<file path="src/rtl/traffic_pkg.sv">
// Shared types for the traffic light controller: state codes, lamp encodings,
// timer width and the state-to-lamp decode.
package traffic_pkg;

  localparam int TIMER_W = 8;

  localparam logic [2:0] RED = 3'b100;
  localparam logic [2:0] YEL = 3'b010;
  localparam logic [2:0] GRN = 3'b001;

  typedef enum logic [2:0] {
    ALL_RED   = 3'd0,
    NS_GREEN  = 3'd1,
    NS_YELLOW = 3'd2,
    EW_GREEN  = 3'd3,
    EW_YELLOW = 3'd4,
    WALK      = 3'd5
  } state_t;

  typedef enum logic {
    DIR_NS = 1'b0,
    DIR_EW = 1'b1
  } dir_t;

  typedef struct packed {
    logic [2:0] ns;
    logic [2:0] ew;
    logic       walk;
  } lamps_t;

  // Any state not explicitly lit falls back to both roads red.
  function automatic lamps_t decode_lamps(state_t s);
    lamps_t l;
    l = '{ns: RED, ew: RED, walk: 1'b0};
    case (s)
      NS_GREEN:  l.ns   = GRN;
      NS_YELLOW: l.ns   = YEL;
      EW_GREEN:  l.ew   = GRN;
      EW_YELLOW: l.ew   = YEL;
      WALK:      l.walk = 1'b1;
      default:   ;
    endcase
    return l;
  endfunction

endpackage

</file>
<file path="src/rtl/tl_timer.sv">
// Phase timer: clears on a state change, counts ticks and holds at dur-1;
// expired flags the tick that completes the phase.
module tl_timer
  import traffic_pkg::*;
(
  input  logic               clk,
  input  logic               rst_n,
  input  logic               clear,
  input  logic               tick_en,
  input  logic [TIMER_W-1:0] dur,
  output logic               expired
);

  logic [TIMER_W-1:0] count;
  logic [TIMER_W-1:0] last;

  assign last    = dur - TIMER_W'(1);
  assign expired = tick_en && (count == last);

  // NOTE: sequential state uses non-blocking assignments so every register
  // samples pre-edge values regardless of block ordering.
  always_ff @(posedge clk or negedge rst_n) begin
    if (!rst_n) begin
      count <= '0;
    end else if (clear) begin
      count <= '0;
    end else if (tick_en && (count != last)) begin
      count <= count + TIMER_W'(1);
    end
  end

endmodule

</file>
<file path="src/rtl/traffic_light_ctrl.sv">
// Two-road intersection controller with demand-actuated greens, all-red
// clearance and a pedestrian walk phase served between greens.
module traffic_light_ctrl
  import traffic_pkg::*;
#(
  parameter int GREEN_TICKS  = 20,
  parameter int YELLOW_TICKS = 4,
  parameter int ALLRED_TICKS = 2,
  parameter int WALK_TICKS   = 10
) (
  input  logic       clk,
  input  logic       rst_n,
  input  logic       tick_en,
  input  logic       car_ns,
  input  logic       car_ew,
  input  logic       ped_req,
  output logic [2:0] ns_light,
  output logic [2:0] ew_light,
  output logic       walk,
  output logic [2:0] state
);

  state_t             cur;
  state_t             nxt;
  dir_t               next_dir;
  logic               ped_pending;
  logic [TIMER_W-1:0] dur;
  logic               expired;
  logic               advance;
  lamps_t             lamps_nxt;

  function automatic state_t green_of(dir_t d);
    return (d == DIR_EW) ? EW_GREEN : NS_GREEN;
  endfunction

  always_comb begin
    case (cur)
      NS_GREEN, EW_GREEN:   dur = TIMER_W'(GREEN_TICKS);
      NS_YELLOW, EW_YELLOW: dur = TIMER_W'(YELLOW_TICKS);
      WALK:                 dur = TIMER_W'(WALK_TICKS);
      default:              dur = TIMER_W'(ALLRED_TICKS);
    endcase
  end

  // NOTE: nxt gets a default before the case so no path leaves it
  // unassigned, which would otherwise infer a latch.
  always_comb begin
    nxt = cur;
    case (cur)
      ALL_RED:   if (expired) nxt = ped_pending ? WALK : green_of(next_dir);
      WALK:      if (expired) nxt = green_of(next_dir);
      NS_GREEN:  if (expired && (car_ew || ped_pending)) nxt = NS_YELLOW;
      EW_GREEN:  if (expired && (car_ns || ped_pending)) nxt = EW_YELLOW;
      NS_YELLOW: if (expired) nxt = ALL_RED;
      EW_YELLOW: if (expired) nxt = ALL_RED;
      default:   nxt = ALL_RED;
    endcase
  end

  // No state loops to itself, so any difference is a phase change.
  assign advance   = (nxt != cur);
  assign lamps_nxt = decode_lamps(nxt);
  assign state     = cur;

  tl_timer u_timer (
    .clk     (clk),
    .rst_n   (rst_n),
    .clear   (advance),
    .tick_en (tick_en),
    .dur     (dur),
    .expired (expired)
  );

  // Lamps are registered from the next state so they change on the same
  // edge as the state itself.
  always_ff @(posedge clk or negedge rst_n) begin
    if (!rst_n) begin
      cur         <= ALL_RED;
      next_dir    <= DIR_NS;
      ped_pending <= 1'b0;
      ns_light    <= RED;
      ew_light    <= RED;
      walk        <= 1'b0;
    end else begin
      cur      <= nxt;
      ns_light <= lamps_nxt.ns;
      ew_light <= lamps_nxt.ew;
      walk     <= lamps_nxt.walk;
      if (advance && (cur == NS_YELLOW)) next_dir <= DIR_EW;
      if (advance && (cur == EW_YELLOW)) next_dir <= DIR_NS;
      // Entering WALK serves the request; a press on that edge is dropped.
      ped_pending <= (advance && (nxt == WALK)) ? 1'b0 : (ped_pending | ped_req);
    end
  end

endmodule

</file>
<file path="config.mk">
export PLATFORM = sky130hd
export DESIGN_NAME = traffic_light_ctrl
export DESIGN_NICKNAME = d
export VERILOG_FILES = /design/src/rtl/traffic_pkg.sv /design/src/rtl/tl_timer.sv /design/src/rtl/traffic_light_ctrl.sv
export SDC_FILE = /design/constraint.sdc
export NUM_CORES = 1
export LEC_CHECK = 0
export ABC_AREA = 1
export BUFFER_PORTS_ARGS = -buffer_cell sky130_fd_sc_hd__buf_4
export CORE_MARGIN = 4
export CORE_UTILIZATION = 50
export CTS_BUF_LIST = sky130_fd_sc_hd__clkbuf_4
export CTS_CLUSTER_DIAMETER = 60
export CTS_CLUSTER_SIZE = 30
export DETAILED_ROUTE_END_ITERATION = 7
export PLACE_DENSITY = 0.7
export REMOVE_ABC_BUFFERS = 1
export SLEW_MARGIN = 25
export SYNTH_ARGS = -nofsm -noshare
export SYNTH_HDL_FRONTEND = slang
export SYNTH_SLANG_ARGS = --single-unit
</file>
<file path="constraint.sdc">
create_clock -name clk -period 3.5 [get_ports clk]
set_input_delay 0.7 -clock clk [delete_from_list [all_inputs] [get_ports clk]]
set_output_delay 0.7 -clock clk [all_outputs]
set_load 0.1 [all_outputs]
</file>
==> results of run 1 <==
==> routing by layer <==
metal	GRT usage (%)	up-vias	wire length, um
met5	0	-	0
met4	6.29	0	26
li1	-	528	-
met1	26.5	468	1220
met2	25.0	21	1120
met3	2.67	4	123
==> where the power goes <==
group | internal, W | switching (W)
Sequential | 0.000295 | 0.0000629
Combinational | 0.000244 | 0.000678
Clock | 0.000116 | 0.0000683
==> Yosys cell counts (3+ instances only) <==
cell type | n | area share, %
o21ai_0 | 3 | 1.2
inv_2 | 4 | 1.2
or2_2 | 3 | 1.5
nand2_2 | 4 | 2.0
nor3_1 | 3 | 1.2
nand2_1 | 32 | 9.6
dfrtp_1 | 18 | 36
xor2_1 | 5 | 3.5
nand3_1 | 7 | 2.8
inv_1 | 18 | 5.4
nor2_1 | 11 | 3.3
nand3_2 | 7 | 5.6
nand4_1 | 8 | 4.0
==> state kept, by name (all words and copies together), names as in the netlist <==
register	cells
next_dir	1
walk	1
ew_light	3
ns_light	3
state	3
ped_pending	1
u_timer.count	8
==> worst max-delay path: stages (launching register included) <==
cell	delay, ns
dfrtp_1	0.52
inv_1	0.15
nand3_2	0.13
nand3_2	0.10
inv_1	0.07
ha_1	0.21
nand4_1	0.13
nand3_1	0.13
nand3_2	0.10
nor2_4	0.19
nand3_4	0.13
nor2_1	0.12
nand2_1	0.11
nand3_1	0.12
nand2_2	0.07
nand3_4	0.14
nand2_2	0.05
nand2_1	0.05
nand2_1	0.05
==> final cells by class <==
| cell class | count | area (um2) |
|---|---|---|
| fillers | 206 | 858 |
| multi-input cells | 105 | 643 |
| flip-flops and latches | 20 | 503 |
| repair buffers | 15 | 113 |
| inverters | 24 | 92.6 |
| well taps | 28 | 35.0 |
| clock inverters | 1 | 30.0 |
| clock buffers | 3 | 22.5 |
==> stage by stage <==
stage / cells / total power, W
floorplan: 149 / 0.00111
global placement: 192 / 0.00128
detailed placement: 192 / 0.00128
CTS: 196 / 0.00148
global route: 196 / 0.00158
finish: 196 / 0.00146
==> how the worst max path moves through the flow <==
stage	end	start	slack, ns
2_1_floorplan	next_dir	state[0]	0.37
3_3_place_gp	next_dir	state[0]	0.92
3_5_place_dp	next_dir	state[0]	0.85
4_1_cts	next_dir	state[2]	0.83
5_1_grt	next_dir	state[0]	0.53
6_report	next_dir	state[0]	0.82
==> placed cells by master (no fill, tap or decap), types with 5 or more instances in the layout <==
cell type,n
nand2_1,32
inv_1,18
dfrtp_1,18
buf_4,15
nor2_1,11
nand4_1,8
nand3_2,7
nand3_1,7
xor2_1,5
==> cell families (layout without fill, tap and decap cells) <==
| kind of cell | Yosys count | in the layout |
|---|---|---|
| fa+ha+maj | 2 | 2 |
| xor+xnor | 6 | 6 |
| compound gates | 12 | 12 |
| flops | 20 | 20 |
| simple gates | 85 | 85 |
| buf+inv | 25 | 43 |
==> summary.md, run 1 <==
| Metric | Value |
|---|---|
| Vias in the first global route | `1017` |
| Asr flop ratio synth | `100%` |
| Cell area after synthesis | `1250 um2` |
| Die Y | `57.9 um` |
| Worst setup EP type | `flip-flop` |
| Slew Limit Fails | `0` |
| Die width | `57.9 um` |
| CTS tree | `built` |
| First-pass GRT wire length | `4550 um` |
| Worst-Margin Slew | `0.364 ns` |
| Post-cts resize count | `0` |
| Cells after Synth | `150` |
| Simple logic cell fraction of the synthesized area | `38.9%` |
| Leak | `0.713 nW` |
| CORE AREA | `2300 um2` |
| Num CTS Buffers | `3` |
| DRT antenna net count | `0` |
| EDFF count, synth | `0` |
| DR DRC count | `0` |
| Clk_skew | `0.00525 ns` |
| Max FO, Critical Path | `10` |
| I/O Pins | `16` |
| Period Utilization, post-route | `76.7%` |
| Share of cells above drive strength 1 | `30.4%` |
| Finished Cell Area | `1440 um2` |
| Setup violations, final | `0` |
| Routability cong. | `0.867` |
| Via Count | `1021` |
| IO Port Bufs | `15` |
| Dpl ws | `0.854 ns` |
| Clk Latency, worst-skew pair | `0.30 ns` |
| RSZ-0062 raised after global routing | `false` |
| Reg clk slew, reported paths | `0.11 ns` |
| Worst hold path class | `input pin to async pin` |
| Cell variety after synth | `32` |
| Hold slack | `0.251 ns` |
| Synth Flop Type | `dfrtp_1` |
| H-tree lvl count | `1` |
| Post-CTS setup buffer count | `0` |
| FF-to-FF End | `next_dir` |
| Total grt overflow | `0` |
| DR WL/cell | `12.7 um` |
| Row count | `17` |
| NumNets Final | `177` |
| Largest net degree at the start of global routing | `21` |
| Dpl cell area | `1390 um2` |
| PwrDens | `1020 nW/um2` |
| DIE AREA | `3360 um2` |
| Setup TNS | `0 ns` |
| Clock Path Buffers | `2` |
| Period minus WS final | `2.68 ns` |
| Layout Area Growth over Synthesis | `15.5%` |
| Util after Layout | `62.6%` |
| Main combinational cell family by area after synthesis | `simple AND/OR/NAND/NOR gates` |
| Fmax | `372 MHz` |
| Hold_buf cts | `0` |
| Initial Util | `54.2%` |
| Adder-cell area share of the yosys netlist | `2.01%` |
| Run status | `completed` |
| Seq cells post-synth | `20` |
| # diodes | `0` |
| FF-to-FF Start | `state[0]` |
| Routed WL | `2490 um` |
| Syn_area_per_cell | `8.31 um2` |
| Clk sinks | `20` |
| Crit path arrival time | `2.88 ns` |
| Relative slew slack | `75.6%` |
| Final hold vios | `0` |
| Router iterations before antenna repair | `5` |
| Crit Path Category | `flip-flop to flip-flop` |
| Compound-gate portion of the synthesized area | `6.53%` |
| Max cap viols | `0` |
| Post-Synth XOR/XNOR Area | `4.22%` |
| GR Util All Layers | `17.5%` |
| Worst VDD drop | `0.000691 V` |
| Root Driver | `clkbuf_4` |
| Drt initial violations | `58` |
| FF-to-FF setup slack | `0.82 ns` |
| CP startpoint kind | `flip-flop` |
| Final WS setup | `0.815 ns` |
| Vias/cell | `5.21` |
| Initial antenna violation count | `0` |
| Sequential fraction of the synthesis area | `40.4%` |
| Multiplexer share of the synthesized area | `0%` |
| Worst reg-to-reg path cell count | `18` |
| Critical path data required time | `3.69 ns` |
| Yosys Warn Count | `0` |
| Post-DP HPWL | `1970 um` |
No activity file was read; power rests on OpenSTA's default activity.
==> run 2: changes to the inputs <==
ABC_AREA = 0   (was 1)
PLACE_DENSITY = 0.71   (was 0.7)
clock period = 2.75 ns   (was 3.5 ns; I/O delays follow)
==> run 2 against run 1 <==
First-iteration DRC count shrank 66%. Synthesized area shrank 6.2%. Largest cell class unchanged. Wire length grew 6.9%. Core utilization grew 6.1 points. Via count shrank 4.4%.
==> summary.md, run 2 <==
| Metric | Value |
|---|---|
| Row count | `17 (unchanged)` |
| Router iterations before antenna repair | `5 (unchanged)` |
| Finished Layout Cells | `169 (was 196)` |
| IO Port Bufs | `15 (unchanged)` |
| Cell with the most instances after synthesis | `dfrtp_1 (was nand2_1)` |
| Crit Path Category | `flip-flop to flip-flop (unchanged)` |
| Hold_buf cts | `0 (unchanged)` |
| Cell area after synthesis | `1170 um2 (was 1250 um2)` |
| Relative slew slack | `74.1% (was 75.6%)` |
| DR DRC count | `0 (unchanged)` |
| Final hold vios | `0 (unchanged)` |
| DR WL/cell | `15.7 um (was 12.7 um)` |
| Max reg flops | `8 (unchanged)` |
| Syn_area_per_cell | `9.99 um2 (was 8.31 um2)` |
| Die width | `56.3 um (was 57.9 um)` |
| Num CTS Buffers | `3 (unchanged)` |
| Reg clk slew, reported paths | `0.11 ns (about the same)` |
| DRT antenna net count | `0 (unchanged)` |
| Die Y | `56.3 um (was 57.9 um)` |
| Post-DP HPWL | `1720 um (was 1970 um)` |
| I/O Pins | `16 (unchanged)` |
| Seq cells post-synth | `20 (unchanged)` |
| Worst hold path class | `input pin to async pin (unchanged)` |
| Biggest register | `u_timer.count (unchanged)` |
| Period Utilization, post-route | `97.7% (was 76.7%)` |
| Sequential fraction of the synthesis area | `43.0% (was 40.4%)` |
| Cells after Synth | `117 (was 150)` |
| Dpl cells | `162 (was 192)` |
| Initial Util | `52.8% (was 54.2%)` |
| Worst setup EP type | `flip-flop (unchanged)` |
| Routed WL | `2660 um (was 2490 um)` |
| Synth Flop Type | `dfrtp_1 (unchanged)` |
| NumNets Final | `150 (was 177)` |
| Clk Latency, worst-skew pair | `0.29 ns (was 0.30 ns)` |
| CP startpoint kind | `flip-flop (unchanged)` |
| Vias in the first global route | `944 (was 1017)` |
| Cell taking the most area after synthesis | `dfrtp_1 (unchanged)` |
| Clk_skew | `0.00315 ns (was 0.00525 ns)` |
| Period minus WS final | `2.69 ns (was 2.68 ns)` |
| Cell variety after synth | `44 (was 32)` |
| Slew Limit Fails | `0 (unchanged)` |
| Clock Path Buffers | `2 (unchanged)` |
| Largest net degree at the start of global routing | `21 (unchanged)` |
| Layout Area Growth over Synthesis | `30.2% (was 15.5%)` |
| CORE AREA | `2210 um2 (was 2300 um2)` |
| Yosys Warn Count | `0 (unchanged)` |
| Critical path data required time | `2.98 ns (was 3.69 ns)` |
| RSZ-0062 raised after global routing | `true (was false)` |
| Top cells by count, synth | `18 x dfrtp_1, 16 x nor2_1, 7 x xor2_1 (was 32 x nand2_1, 18 x dfrtp_1, 18 x inv_1)` |
| First-pass GRT wire length | `4230 um (was 4550 um)` |
| Worst reg-to-reg path cell count | `13 (was 18)` |
| Via Count | `976 (was 1021)` |
| Synth top area share | `38.5% (was 36.1%)` |
| Crit path arrival time | `2.92 ns (was 2.88 ns)` |
| Asr flop ratio synth | `100% (unchanged)` |
| Most area-consuming cells after synthesis | `dfrtp_1 39%, xor2_1 5.2%, nor2_1 5.1% (was dfrtp_1 36%, nand2_1 9.6%, nand3_2 5.6%)` |
| Routability cong. | `0.834 (was 0.867)` |
| GR Util All Layers | `16.6% (was 17.5%)` |
| Drt initial violations | `20 (was 58)` |
| FF-to-FF Start | `state[0] (unchanged)` |
| Share of cells above drive strength 1 | `38.3% (was 30.4%)` |
| Initial antenna violation count | `0 (unchanged)` |
| Max cap viols | `0 (unchanged)` |
| Clk sinks | `20 (unchanged)` |
| Setup violations, final | `0 (unchanged)` |
| Most common cell after layout, fill and taps aside | `buf_4 (was nand2_1)` |
| Most frequent cells in the layout | `23 x buf_4, 18 x dfrtp_1, 16 x nor2_1 (was 32 x nand2_1, 18 x inv_1, 18 x dfrtp_1)` |
| Fmax | `372 MHz (about the same)` |
| EDFF count, synth | `0 (unchanged)` |
| H-tree lvl count | `1 (unchanged)` |
| CTS tree | `built (unchanged)` |
| DIE AREA | `3170 um2 (was 3360 um2)` |
| FF-to-FF End | `ns_light[2] (was next_dir)` |
| Vias/cell | `5.78 (was 5.21)` |
| Total grt overflow | `0 (unchanged)` |
| FF-to-FF setup slack | `0.06 ns (was 0.82 ns)` |
| Worst-Margin Slew | `0.384 ns (was 0.364 ns)` |
| # fillers | `181 (was 206)` |
| Run status | `completed (unchanged)` |
| Root Driver | `clkbuf_4 (unchanged)` |
| Max FO, Critical Path | `5 (was 10)` |
| # diodes | `0 (unchanged)` |
run 2: critical path, stage by stage, from the launching register on:
cell and delay (ns):
dfrtp_1 0.40, or3_4 0.41, nand2_4 0.11, inv_4 0.04, ha_4 0.25, xor2_1 0.13
nand3_1 0.14, nor4_4 0.22, buf_4 0.18, and3_4 0.25, buf_12 0.11, a31oi_4 0.11
and2_4 0.18, o21ai_1 0.11
run 2: how the worst max path moves through the flow:
| stage | from | to | cells after the start |
|---|---|---|---|
| detailed placement | state[0] | ns_light[0] | 11 |
| global route | state[0] | ns_light[2] | 13 |
| floorplan | state[2] | ns_light[0] | 11 |
| finish | state[0] | ns_light[2] | 13 |
| CTS | state[0] | ns_light[0] | 11 |
| global placement | state[0] | ns_light[0] | 11 |
run 2: per-stage QoR:
stage / utilization, % / worst slack (ns) / cell area, um2 / hold WS, ns / TNS (ns)
CTS: 62.0 / 0.0290 / 1370 / 0.115 / 0
global route: 68.8 / -0.0601 / 1520 / 0.107 / -0.110
global placement: 60.8 / 0.0402 / 1350 / 0.435 / 0
detailed placement: 60.8 / 0.0684 / 1350 / 0.440 / 0
floorplan: - / -0.480 / 1150 / 0.254 / -7.76
finish: 68.8 / 0.0620 / 1520 / 0.105 / 0
run 2: kinds of logic after synthesis:
group	after synthesis	share of synthesized area, %
and+or+nand+nor	48	23.3
AOI/OAI and AO/OA	23	17.3
DFF	20	43.0
xor gates and xnor gates	11	8.24
buffers and inverters	10	3.32
muxes	3	2.57
adders and majority gates	2	2.14
run 2: layout make-up:
cell class	instances	area [um2]	share of cell area (%)
multi-input combinational	87	739	48.6
sequential	20	503	33.1
timing repair buffer	24	193	12.7
tap	28	35.0	2.30
inverter	6	25.0	1.64
clock buffer	3	22.5	1.48
clock inverter	1	3.75	0.247
run 2: timing repair:
item	4_1_cts	5_1_grt
gates resized for setup	0	22
buffers inserted	0	3
endpoints found under the setup margin	0	16
hold endpoints to repair	0	0
run 2: layer usage:
metal | vias up | global-route usage [%] | wire, um
li1 | 460 | - | -
met1 | 483 | 22.7 | 1150
met2 | 29 | 26.2 | 1340
met3 | 4 | 4.60 | 130
met4 | 0 | 3.39 | 41
met5 | - | 0 | 0
Power of run 2 is left out: the tool's default activity adds up to more than one toggle a clock period on the data nets, which glitch-free logic cannot reach.
